$ cat src/rtl/cpu_mem_pkg.sv
// Shared definitions for the memory-stage data-bus path: access sizes,
// controller states, byte-strobe constants and alignment helpers.
package cpu_mem_pkg;

  localparam logic [1:0] SZ_BYTE = 2'd0;
  localparam logic [1:0] SZ_HALF = 2'd1;
  localparam logic [1:0] SZ_WORD = 2'd2;

  localparam logic [3:0] STRB_NONE    = 4'b0000;
  localparam logic [3:0] STRB_ALL     = 4'b1111;
  localparam logic [3:0] STRB_HALF_LO = 4'b0011;
  localparam logic [3:0] STRB_HALF_HI = 4'b1100;

  typedef enum logic [2:0] {
    ST_IDLE  = 3'd0,
    ST_REQ   = 3'd1,
    ST_WAIT  = 3'd2,
    ST_DRAIN = 3'd3,
    ST_DONE  = 3'd4
  } mem_state_e;

  function automatic logic is_misaligned(input logic [1:0] size, input logic [1:0] addr_lo);
    logic mis;
    case (size)
      SZ_HALF: mis = addr_lo[0];
      SZ_WORD: mis = (addr_lo != 2'b00);
      default: mis = 1'b0;
    endcase
    return mis;
  endfunction

  function automatic logic [3:0] byte_strb(input logic [1:0] addr_lo);
    logic [3:0] s;
    case (addr_lo)
      2'd0:    s = 4'b0001;
      2'd1:    s = 4'b0010;
      2'd2:    s = 4'b0100;
      default: s = 4'b1000;
    endcase
    return s;
  endfunction

endpackage

$ cat src/rtl/mem_access_ctrl_if.sv
// SRAM-like data bus between the M-stage access controller (master) and memory (slave).
interface mem_access_ctrl_if #(
  parameter int ADDR_W = 32,
  parameter int DATA_W = 32
);
  logic              data_req;
  logic              data_wr;
  logic [1:0]        data_size;
  logic [ADDR_W-1:0] data_addr;
  logic [DATA_W-1:0] data_wdata;
  logic [3:0]        data_wstrb;
  logic              data_addr_ok;
  logic              data_data_ok;
  logic [DATA_W-1:0] data_rdata;

  modport master (
    output data_req, data_wr, data_size, data_addr, data_wdata, data_wstrb,
    input  data_addr_ok, data_data_ok, data_rdata
  );

  modport slave (
    input  data_req, data_wr, data_size, data_addr, data_wdata, data_wstrb,
    output data_addr_ok, data_data_ok, data_rdata
  );
endinterface

$ cat src/rtl/mem_align.sv
// Combinational lane handling: store-data replication with byte strobes, and
// load-data extraction with sign/zero extension. Shared with the cache refill path.
module mem_align
  import cpu_mem_pkg::*;
(
  input  logic [1:0]  st_size_i,
  input  logic [1:0]  st_addr_lo_i,
  input  logic [31:0] st_data_i,
  output logic [31:0] st_wdata_o,
  output logic [3:0]  st_strb_o,
  input  logic [1:0]  ld_size_i,
  input  logic [1:0]  ld_addr_lo_i,
  input  logic        ld_signed_i,
  input  logic [31:0] ld_rdata_i,
  output logic [31:0] ld_data_o
);

  logic [31:0] lane_s;

  // Store side: replicate the source across every lane it may land in.
  always_comb begin
    st_wdata_o = st_data_i;
    st_strb_o  = STRB_ALL;
    case (st_size_i)
      SZ_BYTE: begin
        st_wdata_o = {4{st_data_i[7:0]}};
        st_strb_o  = byte_strb(st_addr_lo_i);
      end
      SZ_HALF: begin
        st_wdata_o = {2{st_data_i[15:0]}};
        st_strb_o  = st_addr_lo_i[1] ? STRB_HALF_HI : STRB_HALF_LO;
      end
      default: begin
        st_wdata_o = st_data_i;
        st_strb_o  = STRB_ALL;
      end
    endcase
  end

  // Load side: bring the addressed lane down to bit 0, then extend.
  always_comb begin
    case (ld_addr_lo_i)
      2'd0:    lane_s = ld_rdata_i;
      2'd1:    lane_s = {8'h00, ld_rdata_i[31:8]};
      2'd2:    lane_s = {16'h0000, ld_rdata_i[31:16]};
      default: lane_s = {24'h000000, ld_rdata_i[31:24]};
    endcase
    case (ld_size_i)
      SZ_BYTE: ld_data_o = {{24{ld_signed_i & lane_s[7]}}, lane_s[7:0]};
      SZ_HALF: ld_data_o = {{16{ld_signed_i & lane_s[15]}}, lane_s[15:0]};
      default: ld_data_o = lane_s;
    endcase
  end

endmodule

$ cat src/rtl/mem_access_ctrl.sv
// M-stage data-bus access controller: issues one bus transaction per load/store,
// stalls until the response, aligns load data and discards responses of flushed accesses.
module mem_access_ctrl
  import cpu_mem_pkg::*;
#(
  parameter int ADDR_W = 32,
  parameter int DATA_W = 32
) (
  input  logic              clk,
  input  logic              rst,
  input  logic              flushM,
  input  logic              stallM,
  input  logic              mem_readM,
  input  logic              mem_writeM,
  input  logic [1:0]        mem_sizeM,
  input  logic              mem_signedM,
  input  logic              except_pendM,
  input  logic [ADDR_W-1:0] aluoutM,
  input  logic [DATA_W-1:0] rt_valueM,
  output logic [DATA_W-1:0] rdataM,
  output logic              mem_stallM,
  output logic              adelM,
  output logic              adesM,
  output logic [ADDR_W-1:0] badvaddrM,
  mem_access_ctrl_if.master bus
);

  mem_state_e        state_q;
  logic              killed_q;
  logic [ADDR_W-1:0] addr_q;
  logic [DATA_W-1:0] wdata_q;
  logic [3:0]        strb_q;
  logic [1:0]        size_q;
  logic              wr_q;
  logic              signed_q;
  logic [DATA_W-1:0] rdata_q;

  logic              misaligned_s;
  logic              go_s;
  logic [DATA_W-1:0] st_wdata_s;
  logic [3:0]        st_strb_s;
  logic [DATA_W-1:0] ld_data_s;

  logic              req_s;
  logic              stall_s;
  logic              wr_s;
  logic [1:0]        size_s;
  logic [ADDR_W-1:0] addr_s;
  logic [DATA_W-1:0] wdata_s;
  logic [3:0]        strb_s;

  assign misaligned_s = is_misaligned(mem_sizeM, aluoutM[1:0]);
  assign adelM        = mem_readM & misaligned_s;
  assign adesM        = mem_writeM & misaligned_s;
  assign badvaddrM    = aluoutM;
  assign go_s         = (mem_readM | mem_writeM) & ~misaligned_s & ~except_pendM & ~flushM;

  mem_align u_align (
    .st_size_i    (mem_sizeM),
    .st_addr_lo_i (aluoutM[1:0]),
    .st_data_i    (rt_valueM),
    .st_wdata_o   (st_wdata_s),
    .st_strb_o    (st_strb_s),
    .ld_size_i    (size_q),
    .ld_addr_lo_i (addr_q[1:0]),
    .ld_signed_i  (signed_q),
    .ld_rdata_i   (bus.data_rdata),
    .ld_data_o    (ld_data_s)
  );

  // Bus fields come straight from M in the issue cycle, then from the captured copy.
  always_comb begin
    req_s   = 1'b0;
    stall_s = 1'b0;
    wr_s    = wr_q;
    size_s  = size_q;
    addr_s  = addr_q;
    wdata_s = wdata_q;
    strb_s  = strb_q;
    case (state_q)
      ST_IDLE: begin
        req_s   = go_s;
        stall_s = go_s;
        wr_s    = mem_writeM;
        size_s  = mem_sizeM;
        addr_s  = aluoutM;
        wdata_s = st_wdata_s;
        strb_s  = (go_s & mem_writeM) ? st_strb_s : STRB_NONE;
      end
      ST_REQ: begin
        req_s   = 1'b1;
        stall_s = 1'b1;
      end
      ST_WAIT, ST_DRAIN: stall_s = 1'b1;
      ST_DONE:           stall_s = 1'b0;
      default: begin
        req_s   = 1'b0;
        stall_s = 1'b0;
      end
    endcase
  end

  assign bus.data_req   = req_s & ~rst;
  assign bus.data_wr    = wr_s;
  assign bus.data_size  = size_s;
  assign bus.data_addr  = addr_s;
  assign bus.data_wdata = wdata_s;
  assign bus.data_wstrb = rst ? STRB_NONE : strb_s;
  assign mem_stallM     = stall_s & ~rst;
  assign rdataM         = rdata_q;

  // Access sequencing; a killed access still owns the bus until its response drains.
  always_ff @(posedge clk) begin
    if (rst) begin
      state_q  <= ST_IDLE;
      killed_q <= 1'b0;
      addr_q   <= {ADDR_W{1'b0}};
      wdata_q  <= {DATA_W{1'b0}};
      strb_q   <= STRB_NONE;
      size_q   <= 2'b00;
      wr_q     <= 1'b0;
      signed_q <= 1'b0;
      rdata_q  <= {DATA_W{1'b0}};
    end else begin
      case (state_q)
        ST_IDLE: begin
          if (go_s) begin
            addr_q   <= aluoutM;
            wdata_q  <= st_wdata_s;
            strb_q   <= mem_writeM ? st_strb_s : STRB_NONE;
            size_q   <= mem_sizeM;
            wr_q     <= mem_writeM;
            signed_q <= mem_signedM;
            state_q  <= bus.data_addr_ok ? ST_WAIT : ST_REQ;
          end
        end
        ST_REQ: begin
          killed_q <= killed_q | flushM;
          if (bus.data_addr_ok) begin
            state_q <= (killed_q | flushM) ? ST_DRAIN : ST_WAIT;
          end
        end
        ST_WAIT: begin
          if (bus.data_data_ok) begin
            if (!flushM && !wr_q) begin
              rdata_q <= ld_data_s;
            end
            state_q <= flushM ? ST_IDLE : ST_DONE;
          end else if (flushM) begin
            killed_q <= 1'b1;
            state_q  <= ST_DRAIN;
          end
        end
        ST_DRAIN: begin
          if (bus.data_data_ok) begin
            killed_q <= 1'b0;
            state_q  <= ST_IDLE;
          end
        end
        ST_DONE: begin
          if (!stallM || flushM) begin
            state_q <= ST_IDLE;
          end
        end
        default: begin
          killed_q <= 1'b0;
          state_q  <= ST_IDLE;
        end
      endcase
    end
  end

endmodule

$ cat src/flat_wrapper.sv
// flat-port wrapper written by rule: the top's interface ports become plain ports
module mem_access_ctrl_flat import cpu_mem_pkg::*;
#(
  parameter int ADDR_W = 32,
  parameter int DATA_W = 32
)
  (clk, rst, flushM, stallM, mem_readM, mem_writeM, mem_sizeM, mem_signedM, except_pendM, aluoutM, rt_valueM, rdataM, mem_stallM, adelM, adesM, badvaddrM, bus_data_req, bus_data_wr, bus_data_size, bus_data_addr, bus_data_wdata, bus_data_wstrb, bus_data_addr_ok, bus_data_data_ok, bus_data_rdata);
  mem_access_ctrl_if #(.ADDR_W(ADDR_W), .DATA_W(DATA_W)) bus_i ();
  input  logic clk;
  input  logic rst;
  input  logic flushM;
  input  logic stallM;
  input  logic mem_readM;
  input  logic mem_writeM;
  input  logic [1:0] mem_sizeM;
  input  logic mem_signedM;
  input  logic except_pendM;
  input  logic [ADDR_W-1:0] aluoutM;
  input  logic [DATA_W-1:0] rt_valueM;
  output logic [DATA_W-1:0] rdataM;
  output logic mem_stallM;
  output logic adelM;
  output logic adesM;
  output logic [ADDR_W-1:0] badvaddrM;
  output wire logic [$bits(bus_i.data_req)-1:0] bus_data_req;
  output wire logic [$bits(bus_i.data_wr)-1:0] bus_data_wr;
  output wire logic [$bits(bus_i.data_size)-1:0] bus_data_size;
  output wire logic [$bits(bus_i.data_addr)-1:0] bus_data_addr;
  output wire logic [$bits(bus_i.data_wdata)-1:0] bus_data_wdata;
  output wire logic [$bits(bus_i.data_wstrb)-1:0] bus_data_wstrb;
  input wire logic [$bits(bus_i.data_addr_ok)-1:0] bus_data_addr_ok;
  input wire logic [$bits(bus_i.data_data_ok)-1:0] bus_data_data_ok;
  input wire logic [$bits(bus_i.data_rdata)-1:0] bus_data_rdata;
  assign bus_data_req = bus_i.data_req;
  assign bus_data_wr = bus_i.data_wr;
  assign bus_data_size = bus_i.data_size;
  assign bus_data_addr = bus_i.data_addr;
  assign bus_data_wdata = bus_i.data_wdata;
  assign bus_data_wstrb = bus_i.data_wstrb;
  assign bus_i.data_addr_ok = bus_data_addr_ok;
  assign bus_i.data_data_ok = bus_data_data_ok;
  assign bus_i.data_rdata = bus_data_rdata;
  mem_access_ctrl #(.ADDR_W(ADDR_W), .DATA_W(DATA_W)) u_core (.clk(clk), .rst(rst), .flushM(flushM), .stallM(stallM), .mem_readM(mem_readM), .mem_writeM(mem_writeM), .mem_sizeM(mem_sizeM), .mem_signedM(mem_signedM), .except_pendM(except_pendM), .aluoutM(aluoutM), .rt_valueM(rt_valueM), .rdataM(rdataM), .mem_stallM(mem_stallM), .adelM(adelM), .adesM(adesM), .badvaddrM(badvaddrM), .bus(bus_i));
endmodule
$ cat config.mk
export PLATFORM = sky130hd
export DESIGN_NAME = mem_access_ctrl_flat
export DESIGN_NICKNAME = d
export VERILOG_FILES = /design/src/rtl/cpu_mem_pkg.sv /design/src/rtl/mem_access_ctrl_if.sv /design/src/rtl/mem_align.sv /design/src/rtl/mem_access_ctrl.sv /design/src/flat_wrapper.sv
export SDC_FILE = /design/constraint.sdc
export NUM_CORES = 1
export LEC_CHECK = 0
export ABC_AREA = 1
export CAP_MARGIN = 40
export CORE_MARGIN = 4
export CORE_UTILIZATION = 48
export DETAILED_ROUTE_END_ITERATION = 8
export GPL_ROUTABILITY_DRIVEN = 0
export HOLD_SLACK_MARGIN = 0.1
export PLACE_DENSITY = 0.9
export SLEW_MARGIN = 20
export SYNTH_ARGS = -nofsm -noshare
export SYNTH_HDL_FRONTEND = slang
export SYNTH_SLANG_ARGS = --single-unit
export TNS_END_PERCENT = 10
$ cat constraint.sdc
create_clock -name clk -period 4.8 [get_ports clk]
set_input_delay 0.96 -clock clk [delete_from_list [all_inputs] [get_ports clk]]
set_output_delay 0.96 -clock clk [all_outputs]
set_load 0.01 [all_outputs]
==> results.tsv <==
stage	metric	value	unit
cts	holdBufCountCts	0	
cts	ctsResizeCount	0	
route	drt_drc_violations_left	0	
timing	timing.final.crit_share	0.908	
floorplanning	boundaryPins	247	
yosys	synth_fa_ha_area_frac	0.00599	
critical_path	worst-setup-path-type	input pin to output port	
global_route	maximum_number_of_pins_on_one_net_before_global_route_repair	73	
yosys	synth_mux_area_frac	0.0128	
timing	rsz0062_at_grt	no	
route	firstDrtPassIters	5	
job	max-cap-violations	0	
global_route	gr-total-overflow	0	
critical_path	worst_setup_path_start_kind	input pin	
placed_design	portBuffers	246	
placed_design	placed_cells	1369	
yosys	post_synth.cell_area_avg	6.10	µm²
critical_path	path_depth	9	
critical_path	worst_ep_arrival_time	3.40	ns
critical_path	worstRegToRegCells	9	
critical_path	worstPathBufferInverterCount	3	
yosys	yosysWarningCount	0	
critical_path	critPathCaptureType	output port	
route	metal1_wirelength	8.34	mm
timing	slew_worst_pin	0.841	ns
yosys	ys.flop_type	sky130_fd_sc_hd__dfxtp_1	
power	total_leakage_power	0.00384	µW
floorplanning	design.die.area	14900	µm²
route	met3WireLength	2.07	mm
cts	tritoncts_clock_tree	yes	
route	postRouteWirelength	21.0	mm
cts	clk_path_buf_depth	2	
timing	final.setup_skew	0.00541	ns
yosys	proportion_of_netlist_area_held_by_the_largest_area_contributor	0.345	
critical_path	worst_path_max_delay_cell	sky130_fd_sc_hd__clkdlybuf4s50_1	
yosys	combinational_family_with_the_most_area_after_synthesis	simple AND/OR/NAND/NOR gates	
timing	period_minus_slack	4.36	ns
yosys	synth-simple-area-share	0.368	
yosys	number_of_enable_type_register_cells_in_the_synthesized_netlist	0	
cts	cts_made_buffers	9	
cts	worst_skew_pair.late_latency	0.35	ns
critical_path	crit_path_max_incr_delay	0.59	ns
cts	cts_setup_buffers	0	
yosys	synthDistinctLibCells	27	
route	met2_length	9.74	mm
yosys	synth_cells	1027	
worst_hold_path	timing.hold.worst.class	flip-flop to flip-flop	
yosys	yosysSeqAreaShare	0.345	
yosys	syn-num-nets	1138	
route	ant_nets	0	
route	drt-vias-per-instance	5.19	
yosys	yosys-top-cells-area	sky130_fd_sc_hd__dfxtp_1 34%, sky130_fd_sc_hd__nand2_1 25%, sky130_fd_sc_hd__a21oi_1 8.4%	
global_route	globalRouteTotalUtil	0.271	
worst_hold_path	worst_hold_path.num_cells	2	
route	drt_iter0_markers	680	
yosys	synthesis.area	6270	µm²
critical_path	crit_path_max_fanout	4	
final_layout	filler_cell_count	1075	
yosys	synth_commonest_cells	415 x sky130_fd_sc_hd__nand2_1, 108 x sky130_fd_sc_hd__dfxtp_1, 108 x sky130_fd_sc_hd__nor2_1	
timing	finalMaxSlewViolations	0	
route	post_drt_wl_per_cell	15.2	µm
final_layout	finalNetCount	1319	
critical_path	worstPathRequired	3.84	ns
route	highest_layer	met4	
power	power-per-cell-area	394	nW/µm²
yosys	async_reset_ff_frac	0	
timing	slew_headroom	0.439	
yosys	yosys_register_bits	108	
yosys	biggest_area_consumer_among_synthesized_cells	sky130_fd_sc_hd__dfxtp_1	
global_route	first_global_vias	6617	
critical_path	cpLargestDelayFamily	buffers and inverters	
timing	setup_total_negative_slack	0	ns
yosys	synth-xor-area-share	0	
global_route	grt_antenna_before_repair	1	
status	result_of_the_run	complete, no violations	
placed_design	total_half_perimeter_wirelength_after_legalization_and_detailed_placement	15.3	mm
final_layout	fraction_of_layout_cells_with_a_size_suffix_above_1	0.0339	
final_layout	area_delta_synth_final	40.6	%
final_layout	stdcell_count	1384	
critical_path	cp_cell_sequence	clkdlybuf4s50_1 -> inv_1 -> ha_1 -> nand3_1 -> nand2_1 -> nor2_1 -> nand2_1 -> a21oi_1 -> clkdlybuf4s50_1	
cts	clk_transition_reported_paths	0.07	ns
cts	htreeDepth	3	
final_layout	post-route-util	0.693	
floorplanning	fp.coreArea	12700	µm²
floorplanning	start_util	0.493	
yosys	synth_compound_area_frac	0.139	
floorplanning	die_width	122	µm
cts	clock_sink_count	108	
floorplanning	chipHeight	122	µm
floorplanning	std_cell_rows	41	
yosys	synth_most_common_cell	sky130_fd_sc_hd__nand2_1	
timing	achievable_frequency	229	MHz
power	power.ir.vdd_worst	0.219	mV
cts	clock_tree.root_cell	sky130_fd_sc_hd__clkbuf_16	
timing	setup-violations-final	0	
timing	final-hold-violation-count	0	
route	routed-via-count	7188	
global_route	grt_first_pass_wirelength	32.8	mm
[final cells by class]
cell class                 instances  area, µm²  area share
multi-input combinational        761       3290       0.374
timing repair buffer             259       2570       0.292
sequential                       108       2160       0.245
inverter                          69        259      0.0294
clock buffer                      10        229      0.0260
tap                              172        215      0.0244
clock inverter                     4       76.3     0.00866
antenna                            1       2.50    0.000284
[metrics by stage]
step           cell area [µm²]  hold slack, ns  setup WS (ns)  total power (µW)
3_3_place_gp              8480           0.428          0.480              2670
5_1_grt                   8810           0.463          0.284              3680
4_1_cts                   8810           0.442          0.421              3480
6_report                  8810           0.440          0.440              3470
3_5_place_dp              8510           0.432          0.428              2700
2_1_floorplan             6270           0.421           1.59              1930
[routing by layer]
metal / up-vias / track usage
met5: - / 0
met4: 0 / 0.142
met3: 59 / 0.0599
met2: 375 / 0.441
met1: 3200 / 0.337
li1: 3554 / -
[where the power goes]
part | internal, µW | switching, µW | leakage [µW]
Clock | 453 | 337 | 0.000145
Sequential | 996 | 64.9 | 0.000878
Combinational | 734 | 885 | 0.00282
[flip-flops by register name (all words and copies together) (netlist names)]
name / count
u_core.addr_q: 32
u_core.killed_q: 1
u_core.rdataM: 32
u_core.signed_q: 1
u_core.size_q: 2
u_core.state_q: 3
u_core.strb_q: 4
u_core.wdata_q: 32
u_core.wr_q: 1
[layout by cell type (no fill, tap or decap), types with 2 or more instances in the layout]
cell type / Yosys / routed
sky130_fd_sc_hd__clkbuf_16: 0 / 9
sky130_fd_sc_hd__ha_1: 3 / 3
sky130_fd_sc_hd__o22ai_1: 2 / 2
sky130_fd_sc_hd__a21oi_1: 105 / 105
sky130_fd_sc_hd__inv_1: 65 / 65
sky130_fd_sc_hd__mux2i_1: 8 / 8
sky130_fd_sc_hd__buf_4: 37 / 12
sky130_fd_sc_hd__nor3_1: 3 / 3
sky130_fd_sc_hd__nand3_2: 2 / 2
sky130_fd_sc_hd__bufinv_16: 0 / 2
sky130_fd_sc_hd__nand3_1: 43 / 43
sky130_fd_sc_hd__inv_2: 3 / 3
sky130_fd_sc_hd__nor2_1: 108 / 108
sky130_fd_sc_hd__dfxtp_1: 108 / 108
sky130_fd_sc_hd__clkdlybuf4s50_1: 0 / 245
sky130_fd_sc_hd__nor2_4: 3 / 3
sky130_fd_sc_hd__nand2_1: 415 / 415
sky130_fd_sc_hd__nor2_2: 3 / 3
sky130_fd_sc_hd__o211ai_1: 9 / 9
sky130_fd_sc_hd__o21ai_0: 51 / 51
[kinds of logic after synthesis]
kind of cell    Yosys count
compound gates          168
fa+ha+maj                 3
buf+inv                 158
flops                   108
mux                       8
simple gates            582
[worst paths after layout]
path | start | end | slack, ns
max reg2reg | u_core.state_q[2] | u_core.state_q[1] | 2.48
min | u_core.wdata_q[12] | u_core.wdata_q[12] | 0.44
min reg2reg | u_core.wdata_q[12] | u_core.wdata_q[12] | 0.44
max | mem_sizeM[0] | bus_data_wstrb[3] | 0.44
[worst register-to-register path, cell delays in order (launching register included)]
cell,delay (ns)
sky130_fd_sc_hd__dfxtp_1,0.38
sky130_fd_sc_hd__nor2_4,0.20
sky130_fd_sc_hd__nand2_4,0.36
sky130_fd_sc_hd__inv_1,0.40
sky130_fd_sc_hd__buf_4,0.46
sky130_fd_sc_hd__nand2_1,0.17
sky130_fd_sc_hd__nand2_1,0.12
sky130_fd_sc_hd__nand2_1,0.05
sky130_fd_sc_hd__nand2_1,0.05
sky130_fd_sc_hd__nor2_1,0.05
Note: power is estimated with default switching activity, not from simulation.
